--- src/rtl/aes_round_seq_pkg.sv ---
// Shared types and constants for the iterative AES-128 round sequencer.
// Latency: n/a (types only).
// Backpressure: n/a (types only).
package aes_round_seq_pkg;

    localparam int AES_NR = 10;

    typedef logic [127:0] block_t;
    typedef logic [3:0]   rnd_idx_t;

    typedef enum logic [1:0] {
        IDLE,
        ISSUE,
        WAIT,
        DONE
    } aes_seq_state_e;

endpackage

--- src/rtl/aes_round_seq.sv ---
// Iterative AES-128 controller: drives one shared round unit for rounds 0..NR, then returns the ciphertext.
// Latency: o_valid rises 1 + (NR+1)*(L+1) cycles after accept, L = round-unit latency (>= 1).
// Backpressure: o_ready only in IDLE; ciphertext held in DONE until i_ready. Optional AES_SEQ_TIMEOUT_EN adds a round-unit watchdog.
module aes_round_seq
    import aes_round_seq_pkg::*;
#(
    parameter int NR      = AES_NR,
    parameter int TIMEOUT = 64
) (
    input  logic     clock,
    input  logic     reset,
    input  logic     i_valid,
    output logic     o_ready,
    input  block_t   i_plain,
    input  block_t   i_key,
    output logic     o_valid,
    input  logic     i_ready,
    output block_t   o_cipher,
    output logic     o_rnd_tx_en,
    output rnd_idx_t o_rnd_idx,
    output block_t   o_rnd_state,
    output block_t   o_rnd_key,
    input  logic     i_rnd_tx_en,
    input  block_t   i_rnd_state,
    input  block_t   i_rnd_key,
    output logic     o_err
);

    aes_seq_state_e fsm_q, fsm_d;
    rnd_idx_t       round_q;
    block_t         state_q;
    block_t         key_q;
    logic           last_rnd;
    logic           accept;
    logic           wd_expire;

    assign last_rnd = (round_q == rnd_idx_t'(NR));
    assign accept   = i_valid && o_ready;

`ifdef AES_SEQ_TIMEOUT_EN
    localparam int WD_W = $clog2(TIMEOUT + 1);

    logic [WD_W-1:0] wd_q;
    logic            err_q;

    // The count would reach TIMEOUT on this edge; a same-cycle response takes priority.
    assign wd_expire = (fsm_q == WAIT) && !i_rnd_tx_en && (wd_q == WD_W'(TIMEOUT - 1));

    // Watchdog: cleared in ISSUE (the only way into WAIT), counts WAIT cycles, error is sticky.
    always_ff @(posedge clock or posedge reset) begin
        if (reset) begin
            wd_q  <= '0;
            err_q <= 1'b0;
        end else begin
            if (fsm_q == ISSUE) begin
                wd_q <= '0;
            end else if ((fsm_q == WAIT) && !i_rnd_tx_en) begin
                wd_q <= wd_q + WD_W'(1);
            end
            if (wd_expire) begin
                err_q <= 1'b1;
            end
        end
    end

    assign o_err = err_q;
`else
    // TIMEOUT only matters when the watchdog is built in.
    logic unused_timeout;
    assign unused_timeout = ^TIMEOUT;
    assign wd_expire      = 1'b0;
    assign o_err          = 1'b0;
`endif

    // FSM state register.
    always_ff @(posedge clock or posedge reset) begin
        if (reset) begin
            fsm_q <= IDLE;
        end else begin
            fsm_q <= fsm_d;
        end
    end

    // Next-state logic; done pulses outside WAIT are ignored.
    always_comb begin
        fsm_d = fsm_q;
        case (fsm_q)
            IDLE:  if (accept) fsm_d = ISSUE;
            ISSUE: fsm_d = WAIT;
            WAIT: begin
                if (i_rnd_tx_en) begin
                    fsm_d = last_rnd ? DONE : ISSUE;
                end else if (wd_expire) begin
                    fsm_d = IDLE;
                end
            end
            DONE:  if (i_ready) fsm_d = IDLE;
            default: fsm_d = IDLE;
        endcase
    end

    // Round state, round key and round index; loaded on accept, replaced by each round result.
    always_ff @(posedge clock or posedge reset) begin
        if (reset) begin
            round_q <= '0;
            state_q <= '0;
            key_q   <= '0;
        end else begin
            case (fsm_q)
                IDLE: begin
                    if (accept) begin
                        state_q <= i_plain;
                        key_q   <= i_key;
                        round_q <= '0;
                    end
                end
                WAIT: begin
                    if (i_rnd_tx_en) begin
                        state_q <= i_rnd_state;
                        key_q   <= i_rnd_key;
                        // Saturate at NR so the index never wraps.
                        if (!last_rnd) begin
                            round_q <= round_q + rnd_idx_t'(1);
                        end
                    end
                end
                default: ;
            endcase
        end
    end

    // Request side is closed while reset is asserted even though the FSM already sits in IDLE.
    assign o_ready     = (fsm_q == IDLE) && !reset;
    assign o_valid     = (fsm_q == DONE);
    assign o_cipher    = o_valid ? state_q : '0;
    assign o_rnd_tx_en = (fsm_q == ISSUE);
    assign o_rnd_idx   = round_q;
    assign o_rnd_state = state_q;
    assign o_rnd_key   = key_q;

endmodule

--- config.mk ---
export PLATFORM = sky130hd
export DESIGN_NAME = aes_round_seq
export DESIGN_NICKNAME = d
export VERILOG_FILES = /design/src/rtl/aes_round_seq_pkg.sv /design/src/rtl/aes_round_seq.sv
export SDC_FILE = /design/constraint.sdc
export NUM_CORES = 1
export LEC_CHECK = 0
export ABC_CLOCK_PERIOD_IN_PS = 21300
export CAP_MARGIN = 20
export CORE_AREA = 2 2 350 352
export CTS_BUF_LIST = sky130_fd_sc_hd__clkbuf_2 sky130_fd_sc_hd__clkbuf_4 sky130_fd_sc_hd__clkbuf_8
export CTS_CLUSTER_DIAMETER = 30
export DETAILED_ROUTE_END_ITERATION = 12
export DIE_AREA = 0 0 352 354
export SLEW_MARGIN = 20
export SYNTH_ARGS = -nofsm -noshare
export SYNTH_HDL_FRONTEND = slang
export SYNTH_SLANG_ARGS = --single-unit
export TNS_END_PERCENT = 50
--- constraint.sdc ---
create_clock -name clock -period 21.3 [get_ports clock]
set_input_delay 6.39 -clock clock [delete_from_list [all_inputs] [get_ports clock]]
set_output_delay 6.39 -clock clock [all_outputs]
set_load 0.01 [all_outputs]
==> impl_metrics.py <==
metrics = {
    "run_status": {
        "run_status": "finished clean",
    },
    "yosys": {
        "synth_top_area_share_pct": 41.7,
        "yosys_warnings": 0,
        "ys_types": 34,
        "synthCells": 1024,
        "synth_nets": 1543,
        "syn_avg_cell_area_sq_um": 15.4,
        "yosys.area.top_type": "dfrtp_1",
        "syn-cell-area_sq_mm": 0.0157,
        "synthTopCellsByArea": "dfrtp_1 42%, mux2_4 40%, mux2_2 7.0%",
        "ys_ff_latch": 262,
        "synth.yosys.seq_area_share_pct": 41.7,
    },
    "placed_design": {
        "place.gp.congestion": 0.844,
        "portBuffers": 907,
        "dpl_worst_slack_ns": 6.60,
        "place_hpwl_um": 60900,
    },
    "drt": {
        "drt_iter0_drc": 577,
        "ant_nets": 0,
        "drtPass1Iterations": 4,
        "detail_route.wl_per_cell_um": 20.8,
        "dr_total_vias": 12400,
        "routed_wl_um": 75700,
        "viasPerCell": 3.41,
        "drc": 0,
    },
    "cells_and_area": {
        "final_common_cell": "clkdlybuf4s50_1",
        "layout-drive-gt1-share_pct": 34.0,
        "final_cell_mix": "907 x clkdlybuf4s50_1, 414 x mux2_4, 260 x dfrtp_1",
        "fin_util_pct": 23.2,
        "multi_input_area_sq_mm": 0.00835,
        "num-fill-cells": 12800,
        "regArea_sq_mm": 0.00656,
        "num-nets-final": 2459,
        "area_delta_synth_final_pct": 78.6,
    },
    "worst_hold_path": {
        "hp-class": "reg -> reg",
        "min_path_cells": 1,
        "min_to": "o_rnd_key[69]",
        "hp-start": "o_rnd_key[69]",
    },
    "cts": {
        "numCtsBuffers": 83,
        "cts_tree": "built",
        "cts-root-buf": "clkbuf_8",
        "postCtsSetupRepairBufs": 0,
        "clk_latency_ns": 0.68,
        "postCtsHoldBufs": 0,
        "cts_resized": 0,
        "clock_sinks": 262,
        "cts.path.max_buffers": 3,
        "htree_levels": 3,
        "cts.clk_slew.worst_paths_ns": 0.04,
    },
    "critical_path": {
        "r2r_start": "fsm_q[1]",
        "crit_fanout": 3,
        "crit_family": "buffers and inverters",
        "end_kind": "primary output",
        "max_stage_delay_ns": 0.66,
        "cp_cell_sequence": "clkdlybuf4s50_1 > nor3_1 > clkdlybuf4s50_1",
        "path_common_cell": "clkdlybuf4s50_1",
        "rrSetupSlack_ns": 15.94,
        "path_buf_inv": 2,
        "worst-r2r-cell-count": 7,
        "crit_type": "in -> out",
        "cp_data_required_time_ns": 14.91,
        "cp_slowest_cell": "clkdlybuf4s50_1",
        "worstPathArrival_ns": 8.18,
        "r2r_end": "o_rnd_key[60]",
        "critPathLaunchType": "input port",
    },
    "die": {
        "die_area_sq_mm": 0.125,
        "die_h_um": 354,
        "fp.coreArea_sq_mm": 0.121,
        "rows": 128,
        "start_util_pct": 13.0,
        "pin_count": 909,
        "die_x_um": 352,
    },
    "timing": {
        "worstMarginPinSlew_ns": 1.06,
        "slew_violations": 0,
        "period_needed_ns": 14.57,
        "post-route-period-util_pct": 68.4,
        "max_clock_freq_mhz": 68.6,
        "hold_violations": 0,
        "setup_viol": 0,
        "rsz0062_at_grt": "no",
        "relSlewSlack_pct": 29.4,
        "setup_ws_ns": 6.73,
        "fin_tns_setup_ns": 0,
        "skew_ns": 0.0258,
    },
    "global_routing": {
        "grt_overflow_total": 0,
        "grt_use_met2_pct": 18.9,
        "use_met3_pct": 4.07,
        "busiest_layer": "met2",
        "use_met1_pct": 14.6,
        "first_global_vias": 13000,
        "antenna_found_initial": 7,
        "grt_pass1_wl_um": 104000,
        "grt_max_degree": 110,
        "grtUsageTotal_pct": 11.7,
    },
    "power_and_ir_drop": {
        "peakVddDrop_mv": 0.0969,
        "total_power_w": 0.00405,
        "leakage_nw": 11.9,
        "powerDensity_mw_per_mm2": 144,
    },
    "flow_run": {
        "cap_viol_max_count": 0,
    },
}
-- cell usage after synthesis --
cell type and n:
mux2_4 414, dfrtp_1 262, and3_1 128, mux2_2 98, buf_6 35, clkbuf_1 28, buf_2 12, buf_12 11
inv_1 3, nand2_1 3, o22ai_1 3, a22o_1 2, buf_4 2, ha_1 2, o2bb2ai_1 2, a21o_1 1
and2_1 1, and3b_1 1, buf_8 1, conb_1 1, mux2_1 1, mux2i_1 1, nand2b_1 1, nand3_1 1
nand3b_1 1, nor2_1 1, nor2b_1 1, nor2b_4 1, nor3_1 1, nor4b_2 1, o21ai_0 1, or2_1 1
or3b_1 1, or3b_2 1
-- per-stage QoR --
step           cells  hold WS (ns)  instance area (sq um)
4_1_cts         3630         0.505                  28100
2_1_floorplan   1024         0.551                  15700
3_3_place_gp    3480         0.492                  26200
3_5_place_dp    3480         0.492                  26200
5_1_grt         3632         0.512                  28100
6_report        3633         0.503                  28100
-- sequential cells by signal, indices dropped and copies added (netlist names) --
name and cells:
o_rnd_state 128, o_rnd_key 128, o_rnd_idx 4, fsm_q 2
-- routing by layer --
metal / up-vias / share of wire, %
met5: - / 0
met4: 0 / 2.3
met3: 105 / 8.0
met2: 603 / 47
met1: 6082 / 43
li1: 5593 / -
-- area by class of cell --
class                           count  area share, %
Sequential cell                   262           23.4
Multi-Input combinational cell    670           29.7
Clock inverter                     45           1.87
Clock buffer                      105           4.94
Inverter                            3         0.0668
Timing Repair Buffer              920           32.8
Antenna cell                        3         0.0267
Tap cell                         1625           7.24
-- worst register-to-register path: cells and delay by family (launching register included) --
| kind | cells | cell delay (ns) |
|---|---|---|
| buf+inv | 4 | 2.96 |
| flops | 1 | 0.87 |
| mux | 1 | 0.47 |
| simple gates | 2 | 0.94 |
-- power by group --
| part | internal, W | leakage (nW) | switching (W) |
|---|---|---|---|
| Sequential | 0.000760 | 3.08 | 0.000267 |
| Combinational | 0.00129 | 7.86 | 0.000860 |
| Clock | 0.000552 | 0.998 | 0.000315 |
-- logic make-up after synthesis --
| family | synth area share (%) |
|---|---|
| mux | 46.7 |
| flops | 41.7 |
| fa+ha+maj | 0.159 |
| compound gates | 0.422 |
| simple gates | 5.81 |
| other cells | 0.0238 |
| buf+inv | 5.22 |
-- worst max-delay path by stage --
stage	start	end	cells past startpoint
3_5_place_dp	reset	o_ready	3
4_1_cts	reset	o_ready	3
6_report	reset	o_ready	3
2_1_floorplan	reset	fsm_q[0]	1
3_3_place_gp	reset	o_ready	3
5_1_grt	reset	o_ready	3
Power figures use the tool's default switching activity.
